==> src/rtl/standoff_round_ctrl_if.sv <==
// Signal bundle between the standoff round controller and its environment
// (player input, computer opponent, status outputs).
interface standoff_round_ctrl_if;
  logic       start;
  logic       p1_valid;
  logic [1:0] p1_move;
  logic [2:0] comp_choice;
  logic       comp_load;
  logic [1:0] p1_bullet;
  logic [1:0] comp_bullet;
  logic [7:0] round_count;
  logic       round_done;
  logic       game_over;
  logic [1:0] winner;

  // Environment side: drives control and moves, observes status.
  modport master (
    output start, p1_valid, p1_move, comp_choice,
    input  comp_load, p1_bullet, comp_bullet, round_count,
    input  round_done, game_over, winner
  );

  // Controller side.
  modport slave (
    input  start, p1_valid, p1_move, comp_choice,
    output comp_load, p1_bullet, comp_bullet, round_count,
    output round_done, game_over, winner
  );
endinterface

==> src/rtl/standoff_round_ctrl.sv <==
// Round controller for a reload/shoot/block standoff game between a player
// and a computer opponent. One round: take player move, ask the computer to
// latch the bullet counts, wait for its answer, resolve, repeat until a hit
// or the round limit.
module standoff_round_ctrl #(
  parameter int MAX_ROUNDS = 15,
  parameter int COMP_LAT   = 2
) (
  input  logic                  clk,
  input  logic                  reset,
  standoff_round_ctrl_if.slave  bus
);

  localparam logic [7:0] LP_MAX_ROUNDS = 8'(MAX_ROUNDS);
  localparam logic [3:0] LP_LAT_LAST   = 4'(COMP_LAT - 1);

  typedef enum logic [2:0] {
    S_IDLE,
    S_WAIT_P1,
    S_LOAD_COMP,
    S_WAIT_COMP,
    S_RESOLVE,
    S_GAME_OVER
  } state_t;

  state_t     r_state;
  logic [1:0] r_p1_move;
  logic [2:0] r_comp_move;
  logic [3:0] r_lat_cnt;
  logic [1:0] r_p1_bullet;
  logic [1:0] r_comp_bullet;
  logic [7:0] r_round_count;
  logic       r_comp_load;
  logic       r_round_done;
  logic       r_game_over;
  logic [1:0] r_winner;

  // Classify each side's move. A shoot with an empty gun is a fizzle: it
  // neither shoots nor blocks, so it leaves that side exposed like a reload.
  logic w_p1_reload, w_p1_shoot, w_p1_fizzle;
  logic w_comp_reload, w_comp_shoot, w_comp_fizzle;
  logic w_p1_hit, w_comp_hit;
  logic [1:0] w_p1_bullet_next, w_comp_bullet_next;
  logic [7:0] w_round_next;
  logic       w_limit_hit;

  assign w_p1_reload   = (r_p1_move == 2'd0);
  assign w_p1_shoot    = (r_p1_move == 2'd1) && (r_p1_bullet != 2'd0);
  assign w_p1_fizzle   = (r_p1_move == 2'd1) && (r_p1_bullet == 2'd0);
  assign w_comp_reload = (r_comp_move == 3'd0);
  assign w_comp_shoot  = (r_comp_move == 3'd1) && (r_comp_bullet != 2'd0);
  assign w_comp_fizzle = (r_comp_move == 3'd1) && (r_comp_bullet == 2'd0);

  // Both valid shots cancel out since neither side is then exposed.
  assign w_p1_hit   = w_p1_shoot   && (w_comp_reload || w_comp_fizzle);
  assign w_comp_hit = w_comp_shoot && (w_p1_reload   || w_p1_fizzle);

  assign w_p1_bullet_next =
      w_p1_reload ? ((r_p1_bullet == 2'd3) ? 2'd3 : r_p1_bullet + 2'd1) :
      w_p1_shoot  ? r_p1_bullet - 2'd1 : r_p1_bullet;
  assign w_comp_bullet_next =
      w_comp_reload ? ((r_comp_bullet == 2'd3) ? 2'd3 : r_comp_bullet + 2'd1) :
      w_comp_shoot  ? r_comp_bullet - 2'd1 : r_comp_bullet;

  assign w_round_next = (r_round_count == 8'hFF) ? 8'hFF : r_round_count + 8'd1;
  assign w_limit_hit  = (w_round_next >= LP_MAX_ROUNDS);

  // Game state machine; every output is a register updated here.
  always_ff @(posedge clk) begin
    if (reset) begin
      r_state       <= S_IDLE;
      r_p1_move     <= 2'd0;
      r_comp_move   <= 3'd0;
      r_lat_cnt     <= 4'd0;
      r_p1_bullet   <= 2'd0;
      r_comp_bullet <= 2'd0;
      r_round_count <= 8'd0;
      r_comp_load   <= 1'b0;
      r_round_done  <= 1'b0;
      r_game_over   <= 1'b0;
      r_winner      <= 2'd0;
    end else begin
      r_comp_load  <= 1'b0;
      r_round_done <= 1'b0;
      case (r_state)
        S_IDLE, S_GAME_OVER: begin
          if (bus.start) begin
            r_state       <= S_WAIT_P1;
            r_p1_bullet   <= 2'd0;
            r_comp_bullet <= 2'd0;
            r_round_count <= 8'd0;
            r_winner      <= 2'd0;
            r_game_over   <= 1'b0;
          end
        end
        S_WAIT_P1: begin
          if (bus.p1_valid) begin
            r_p1_move   <= bus.p1_move;
            r_comp_load <= 1'b1;
            r_state     <= S_LOAD_COMP;
          end
        end
        S_LOAD_COMP: begin
          r_lat_cnt <= 4'd0;
          r_state   <= S_WAIT_COMP;
        end
        S_WAIT_COMP: begin
          if (r_lat_cnt == LP_LAT_LAST) begin
            r_comp_move <= bus.comp_choice;
            r_state     <= S_RESOLVE;
          end else begin
            r_lat_cnt <= r_lat_cnt + 4'd1;
          end
        end
        S_RESOLVE: begin
          r_p1_bullet   <= w_p1_bullet_next;
          r_comp_bullet <= w_comp_bullet_next;
          r_round_count <= w_round_next;
          r_round_done  <= 1'b1;
          if (w_p1_hit) begin
            r_winner    <= 2'd1;
            r_game_over <= 1'b1;
            r_state     <= S_GAME_OVER;
          end else if (w_comp_hit) begin
            r_winner    <= 2'd2;
            r_game_over <= 1'b1;
            r_state     <= S_GAME_OVER;
          end else if (w_limit_hit) begin
            r_winner    <= 2'd3;
            r_game_over <= 1'b1;
            r_state     <= S_GAME_OVER;
          end else begin
            r_state <= S_WAIT_P1;
          end
        end
        default: r_state <= S_IDLE;
      endcase
    end
  end

  assign bus.comp_load   = r_comp_load;
  assign bus.p1_bullet   = r_p1_bullet;
  assign bus.comp_bullet = r_comp_bullet;
  assign bus.round_count = r_round_count;
  assign bus.round_done  = r_round_done;
  assign bus.game_over   = r_game_over;
  assign bus.winner      = r_winner;

endmodule

==> src/flat_wrapper.sv <==
// flat-port wrapper written by rule: the top's interface ports become plain ports
module standoff_round_ctrl_flat 
#(
  parameter int MAX_ROUNDS = 15,
  parameter int COMP_LAT   = 2
)
  (clk, reset, bus_start, bus_p1_valid, bus_p1_move, bus_comp_choice, bus_comp_load, bus_p1_bullet, bus_comp_bullet, bus_round_count, bus_round_done, bus_game_over, bus_winner);
  standoff_round_ctrl_if bus_i ();
  input  logic clk;
  input  logic reset;
  input wire logic [$bits(bus_i.start)-1:0] bus_start;
  input wire logic [$bits(bus_i.p1_valid)-1:0] bus_p1_valid;
  input wire logic [$bits(bus_i.p1_move)-1:0] bus_p1_move;
  input wire logic [$bits(bus_i.comp_choice)-1:0] bus_comp_choice;
  output wire logic [$bits(bus_i.comp_load)-1:0] bus_comp_load;
  output wire logic [$bits(bus_i.p1_bullet)-1:0] bus_p1_bullet;
  output wire logic [$bits(bus_i.comp_bullet)-1:0] bus_comp_bullet;
  output wire logic [$bits(bus_i.round_count)-1:0] bus_round_count;
  output wire logic [$bits(bus_i.round_done)-1:0] bus_round_done;
  output wire logic [$bits(bus_i.game_over)-1:0] bus_game_over;
  output wire logic [$bits(bus_i.winner)-1:0] bus_winner;
  assign bus_i.start = bus_start;
  assign bus_i.p1_valid = bus_p1_valid;
  assign bus_i.p1_move = bus_p1_move;
  assign bus_i.comp_choice = bus_comp_choice;
  assign bus_comp_load = bus_i.comp_load;
  assign bus_p1_bullet = bus_i.p1_bullet;
  assign bus_comp_bullet = bus_i.comp_bullet;
  assign bus_round_count = bus_i.round_count;
  assign bus_round_done = bus_i.round_done;
  assign bus_game_over = bus_i.game_over;
  assign bus_winner = bus_i.winner;
  standoff_round_ctrl #(.MAX_ROUNDS(MAX_ROUNDS), .COMP_LAT(COMP_LAT)) u_core (.clk(clk), .reset(reset), .bus(bus_i));
endmodule
==> config.mk <==
export PLATFORM = sky130hd
export DESIGN_NAME = standoff_round_ctrl_flat
export DESIGN_NICKNAME = d
export VERILOG_FILES = /design/src/rtl/standoff_round_ctrl_if.sv /design/src/rtl/standoff_round_ctrl.sv /design/src/flat_wrapper.sv
export SDC_FILE = /design/constraint.sdc
export NUM_CORES = 1
export LEC_CHECK = 0
export CORE_MARGIN = 4
export CORE_UTILIZATION = 49
export CTS_BUF_LIST = sky130_fd_sc_hd__clkbuf_4
export CTS_CLUSTER_SIZE = 16
export DETAILED_ROUTE_END_ITERATION = 16
export PLACE_DENSITY = 0.74
export SLEW_MARGIN = 20
export SYNTH_ARGS = -nofsm -noshare
export SYNTH_HDL_FRONTEND = slang
export SYNTH_SLANG_ARGS = --single-unit
==> constraint.sdc <==
create_clock -name clk -period 3.5 [get_ports clk]
set_input_delay 0.35 -clock clk [delete_from_list [all_inputs] [get_ports clk]]
set_output_delay 0.35 -clock clk [all_outputs]
set_load 0.1 [all_outputs]
==> metrics.md, run 1 <==
| Metric | Value |
|---|---|
| RSZ-0062 raised after global routing | `no` |
| PD cells | `371 nW/um2` |
| Max Fclk | `423 MHz` |
| Global-route wire length before repair | `between 6000 and 7000 um` |
| Max-cap viol count | `0` |
| FP Rows | `20` |
| Worst path bufs/invs | `1` |
| First drt pass iteration count | `4` |
| CP peak stage delay | `1.19 ns` |
| DR vias | `1524` |
| Worst min path class | `flop to flop` |
| Worst-path clk slew | `0.08 ns` |
| Crit. End Element | `output pin` |
| Startpoint Class | `flop` |
| Clk Latency, worst-skew pair | `around 0.33 ns` |
| Synth Flop Type | `dfxtp_1` |
| CTS Buf Count | `5` |
| CP required | `3.15 ns` |
| Yosys reg bits | `29` |
| Drt drc | `0` |
| Leak pwr | `just over 0.7 nW` |
| Mapped cell area | `approximately 1600 um2` |
| Slew HR | `34.6%` |
| Largest net degree at the start of global routing | `18` |
| Routed wire per std cell | `12.6 um` |
| Top cells by area, synth | `dfxtp_1 (35%), nor2_1 (6.4%), a21oi_1 (6.1%)` |
| TritonCTS clock tree | `built` |
| Period Utilization, post-route | `~68%` |
| Final setup TNS | `0 ns` |
| Core Area | `3130 um2` |
| Total GRT Usage | `18.9%` |
| Clock sinks | `29` |
| Final instance area | `1960 um2` |
| Top-area cell type share of the netlist area | `35.5%` |
| # nets final | `~250` |
| CP arrival | `roughly 2.0 ns` |
| Gates resized, CTS repair | `0` |
| Area leader, netlist | `dfxtp_1` |
| Synth Area per Inst | `7.72 um2` |
| Die Ht | `65.8 um` |
| Min Tclk post-route | `2.36 ns` |
| Ys Warns | `0` |
| Syn-to-layout area delta | `19.7%` |
| Async S/R FF share, synth | `0%` |
| Top delay family on crit path | `buffers and inverters` |
| I/O Pins | `26` |
| Run status | `complete, no violations` |
| Hold-fix buffers, CTS | `0` |
| Die X | `65.8 um` |
| Layout cells sized above 1 | `6.75%` |
| Worst setup path class | `flop to output pin` |
| Syn Inst Count | `212` |
| Worst-margin pin slew | `0.978 ns` |
| Final ANT Viol Nets | `0` |
| Initial DRC Count | `95` |
| H-tree levels | `2` |
| GRT overflow | `0` |
| Postcts setup bufs | `0` |
| DP HPWL | `2610 um` |
| Top cells by count, synth | `dfxtp_1 (29), nor2_1 (28), a21oi_1 (20)` |
| Critical path, cell by cell | `clkdlybuf4s50_1` |
| Worst vdd ir | `between 0.15 and 0.2 mV` |
| Final hold vios | `0` |
| DIE AREA | `around 4300 um2` |
| Fill count | `296` |
| Final setup fails | `0` |
| Worst Skew | `0.00399 ns` |
| Max-slew violation count | `0` |
| Synth unique cells | `49` |
| Antenna violations before repair | `0` |
| CTS root buffer | `clkbuf_4` |
| Number of synthesized flops with an enable pin | `0` |
| Worst Path Max Fanout | `9` |
| Crit-path slowest cell | `clkdlybuf4s50_1` |
| Dpl cell area | `between 1500 and 2000 um2` |
| Clock buffer depth | `2` |
| Most common cell in the netlist | `dfxtp_1` |
| Port Buf Inserts | `25` |
| Initial Util | `between 50% and 60%` |
| Via density | `5.42` |
| WL final | `3550 um` |
| Register area share after synthesis | `roughly 35%` |
| Placer Congestion | `0.859` |
| Post-Syn Nets | `between 200 and 250` |
| Vias in the first global route | `1386` |
| Antenna cells | `0` |
==> cell usage in the layout (no fill, tap or decap), types with 2 or more instances in the layout <==
cell type        synthesis  layout
nand3_1                  4       4
nand3b_1                 2       2
clkinv_1                 1       2
ha_1                     7       7
dfxtp_1                 29      29
nand2_1                 19      19
inv_1                   14      14
nor4_1                   4       4
a21oi_1                 20      20
nor2_1                  28      28
a221oi_1                 2       2
clkbuf_4                 0       6
mux2i_1                  7       7
o21ai_0                 18      18
a31oi_1                  3       3
maj3_1                   2       2
nor3_1                  11      11
clkdlybuf4s50_1          0      25
nand2b_1                 3       3
nand4_1                  3       3
==> metal layers <==
layer | GRT usage, % | vias up | wire, um
met1 | 26.1 | 675 | 1870
met5 | 0 | - | 0
met4 | 9.59 | 0 | 101
met3 | 6.63 | 10 | 192
li1 | - | 806 | -
met2 | 25.7 | 33 | 1390
==> registers in the layout (all words and copies together), names as in the netlist, 2 cells and up <==
signal / flops
u_core.r_state: 3
u_core.r_lat_cnt: 4
u_core.bus.p1_bullet: 2
u_core.bus.comp_bullet: 2
u_core.r_comp_move: 3
u_core.r_p1_move: 2
u_core.bus.round_count: 8
u_core.bus.winner: 2
==> per-stage QoR <==
stage          hold WS, ns  worst slack, ns  power, mW  std cells  util [%]
2_1_floorplan        0.453            0.723      0.501        212         -
3_3_place_gp         0.464             1.28      0.545        274      61.1
3_5_place_dp         0.474             1.22      0.546        274      61.1
4_1_cts              0.485             1.11      0.734        281      62.6
5_1_grt              0.519             1.05      0.774        281      62.6
6_report             0.484             1.14      0.726        281      62.6
==> power by group <==
part | internal [mW] | switching [mW]
clock | 0.0804 | 0.106
sequential | 0.343 | 0.0258
combinational | 0.0601 | 0.111
==> path summary, 6_finish.rpt <==
kind              slack [ns]                                end                              startpoint  depth (start not counted)
setup / recovery        1.14                 bus_round_count[6]  u_core.bus.round_count[6]$_SDFFE_PP0P_                          1
hold / removal          0.48  u_core.bus.winner[1]$_SDFFE_PP0P_       u_core.bus.winner[1]$_SDFFE_PP0P_                          2
setup reg to reg        1.19  u_core.bus.winner[0]$_SDFFE_PP0P_  u_core.bus.round_count[0]$_SDFFE_PP0P_                          6
hold reg to reg         0.48  u_core.bus.winner[1]$_SDFFE_PP0P_       u_core.bus.winner[1]$_SDFFE_PP0P_                          2
==> cells by family (layout without fill, tap and decap cells) <==
kind of cell	count (synthesis)	after routing	share of synthesized area (%)
multiplexers	7	7	4.28
AO/OA/AOI/OAI	52	52	18.5
XOR/XNOR	2	2	1.07
flip-flops	29	29	35.5
adder cells (fa/ha/maj)	9	9	6.57
buffers and inverters	23	48	5.81
AND/OR/NAND/NOR	90	90	28.3
==> area by class of cell <==
class	count	area, um2	area share [%]
Multi-Input combinational cell	160	961	49.0
Sequential cell	29	581	29.6
Timing Repair Buffer	26	258	13.2
Inverter	15	56.3	2.87
Tap cell	44	55.1	2.81
Clock buffer	6	45.0	2.30
Clock inverter	1	3.75	0.192
(Power assumes the default switching activity.)
==> inputs of run 2 (changes only) <==
--- a/config.mk
+++ b/config.mk
@@ -10,7 +10,7 @@
 export CTS_BUF_LIST = sky130_fd_sc_hd__clkbuf_4
 export CTS_CLUSTER_SIZE = 16
 export DETAILED_ROUTE_END_ITERATION = 16
-export PLACE_DENSITY = 0.74
+export PLACE_DENSITY = 0.77
 export SLEW_MARGIN = 20
 export SYNTH_ARGS = -nofsm -noshare
 export SYNTH_HDL_FRONTEND = slang
==> constraint.sdc (replaced) <==
create_clock -name clk -period 2.06 [get_ports clk]
set_input_delay 0.206 -clock clk [delete_from_list [all_inputs] [get_ports clk]]
set_output_delay 0.206 -clock clk [all_outputs]
set_load 0.1 [all_outputs]
==> run 2 against run 1 <==
Net effect: flip-flop and latch count is the same; clock skew grew 0.0072 ns; power grew 79%; highest routed layer unchanged; largest power group unchanged.
==> metrics.md, run 2 (synthesis results as in run 1) <==
| Metric | Value |
|---|---|
| Clk Latency, worst-skew pair | `0.33 ns (about the same)` |
| Worst setup path class | `flop to flop` |
| Dpl cell area | `2000 um2 (+4.8%)` |
| Met3 GRT Util | `4.76% (-1.9 points)` |
| Via density | `5.49 (+1.3%)` |
| Port Buf Inserts | `25 (unchanged)` |
| Post-layout util | `66.0% (+3.3 points)` |
| Worst vdd ir | `0.430 mV (+130%)` |
| Max Fclk | `about 500 MHz` |
| Total Power | `1.30 mW (+79%)` |
| Drt drc | `0 (unchanged)` |
| Global-route wire length before repair | `6240 um (-1.6%)` |
| Max-slew violation count | `0 (unchanged)` |
| # nets final | `263 (+4.0%)` |
| DP HPWL | `2770 um (+6.2%)` |
| CP peak stage delay | `0.41 ns (-0.78 ns)` |
| CP arrival | `2.22 ns (+0.21 ns)` |
| I/O Pins | `26 (unchanged)` |
| Crit-path slowest cell | `a2111o_1` |
| Die Ht | `65.8 um (unchanged)` |
| Met2 GRT Util | `27.9% (+2.3 points)` |
| R2R cell count | `6 (unchanged)` |
| Placer Congestion | `0.848 (-1.3%)` |
| CTS Buf Count | `5 (unchanged)` |
| Worst-margin pin slew | `0.632 ns (-0.346 ns)` |
| Most Used Layer, Global Route | `met2` |
| Top delay family on crit path | `simple AND/OR/NAND/NOR gates` |
| Total GRT Usage | `18.8% (-0.17 points)` |
| Final ANT Viol Nets | `0 (unchanged)` |
| DR vias | `1604 (+5.2%)` |
| Die X | `65.8 um (unchanged)` |
| H-tree levels | `2 (unchanged)` |
| Core Area | `3130 um2 (unchanged)` |
| Period Utilization, post-route | `96.8%` |
| Final setup margin | `0.0662 ns (-1.07 ns)` |
| RSZ-0062 raised after global routing | `no` |
| Gates resized, CTS repair | `0 (unchanged)` |
| Vias in the first global route | `1405 (+1.4%)` |
| Setup slack after placement | `0.0792 ns (-1.14 ns)` |
| PD cells | `629 nW/um2 (+70%)` |
| Postcts setup bufs | `0 (unchanged)` |
| Crit. End Element | `flop` |
| First drt pass iteration count | `4 (unchanged)` |
| Startpoint Class | `flop` |
| Min Tclk post-route | `1.99 ns` |
| Hold Crit Start | `u_core.bus.comp_bullet[1]$_SDFFE_PP0P_` |
| Final hold vios | `0 (unchanged)` |
| Hold-fix buffers, CTS | `0 (unchanged)` |
| CP required | `2.29 ns (-0.86 ns)` |
| Run status | `complete, no violations` |
| Critical R2R Launch | `u_core.bus.round_count[1]$_SDFFE_PP0P_` |
| Worst min path class | `flop to flop` |
| Antenna violations before repair | `0 (unchanged)` |
| Worst Skew | `0.0112 ns (+0.00718 ns)` |
| Syn-to-layout area delta | `26.1%` |
| Clock sinks | `29 (unchanged)` |
| Initial Util | `52.3% (unchanged)` |
| Largest net degree at the start of global routing | `12 (-6)` |
| Final setup fails | `0 (unchanged)` |
| Initial DRC Count | `124 (+31%)` |
| Layout cells sized above 1 | `23.8% (+17 points)` |
| Critical path, cell by cell | `ha_4 -> and3_4 -> or3_1 -> a2111o_1 -> or4_1 -> o311ai_1` |
| GRT overflow | `0 (unchanged)` |
| Clock buffer depth | `2 (unchanged)` |
| Antenna cells | `0 (unchanged)` |
| Worst path bufs/invs | `0 (-1)` |
| TritonCTS clock tree | `built` |
| Worst Path Max Fanout | `4 (-5)` |
| Leak pwr | `0.826 nW (+14%)` |
| Reg-to-Reg End | `u_core.bus.winner[0]$_SDFFE_PP0P_` |
| Final instance area | `2060 um2 (+5.3%)` |
| Slew HR | `57.8% (+23 points)` |
| Final setup TNS | `0 ns (unchanged)` |
| Routed wire per std cell | `12.4 um (-1.6%)` |
| Max-cap viol count | `0 (unchanged)` |
| DIE AREA | `4330 um2 (unchanged)` |
| Grt met1 use | `24.9% (-1.2 points)` |
| Largest register FFs | `8 (unchanged)` |
| CTS root buffer | `clkbuf_4` |
| Min-Delay Path Depth | `2 (unchanged)` |
| FP Rows | `20 (unchanged)` |
| Worst-path clk slew | `0.08 ns (about the same)` |
| Most frequent cells in the layout | `nor2_1 (28), buf_4 (28), a21oi_1 (20), nand2_1 (19), o21ai_0 (18)` |
| Min-Delay Endpoint | `u_core.bus.comp_bullet[1]$_SDFFE_PP0P_` |
| WL final | `3630 um (+2.3%)` |
| Reg-to-reg setup timing slack | `0.07 ns (-1.12 ns)` |
run 2: cell count changes in the layout (fill, tap and decap cells not counted), sizes merged:
cell and change:
buf +27, clkdlybuf4s50 -17, clkbuf +2, clkinv -1
run 2: power by group:
group | switching [mW] | internal [mW]
logic | 0.208 | 0.125
clock network | 0.186 | 0.175
registers | 0.0307 | 0.573
total | 0.425 | 0.873
run 2: through the flow:
stage | hold slack [ns] | instances
finish | 0.471 | 292
global route | 0.497 | 292
CTS | 0.475 | 292
detailed placement | 0.458 | 284
global placement | 0.457 | 284
floorplan | 0.353 | 212
run 2: worst max-delay path by stage:
stage               cells past startpoint                                end                              startpoint
finish                                  6  u_core.bus.winner[0]$_SDFFE_PP0P_  u_core.bus.round_count[1]$_SDFFE_PP0P_
global route                            5  u_core.bus.winner[1]$_SDFFE_PP0P_  u_core.bus.round_count[2]$_SDFFE_PP0P_
CTS                                     6  u_core.bus.winner[0]$_SDFFE_PP0P_  u_core.bus.round_count[1]$_SDFFE_PP0P_
detailed placement                      6  u_core.bus.winner[0]$_SDFFE_PP0P_  u_core.bus.round_count[1]$_SDFFE_PP0P_
global placement                        6  u_core.bus.winner[0]$_SDFFE_PP0P_  u_core.bus.round_count[0]$_SDFFE_PP0P_
floorplan                               6  u_core.bus.winner[0]$_SDFFE_PP0P_  u_core.bus.round_count[1]$_SDFFE_PP0P_
run 2: worst min-delay path, cell delays in order, from the launching register on:
cell and delay, ns:
dfxtp_2 0.33, nand2_1 0.05, a21oi_1 0.05
run 2: cell type report:
class	instances	area (um2)
clock buffers	8	60.1
repair buffers	36	290
inverters	15	56.3
well taps	44	55.1
flip-flops and latches	29	621
multi-input cells	160	981
fillers	289	1060
run 2: layer usage:
metal | routed length [um] | up-vias | part of all wire [%]
met1 | 1750 | 731 | 48
li1 | - | 828 | -
met5 | 0 | - | 0
met2 | 1650 | 38 | 45
met4 | 61 | 0 | 1.7
met3 | 171 | 7 | 4.7
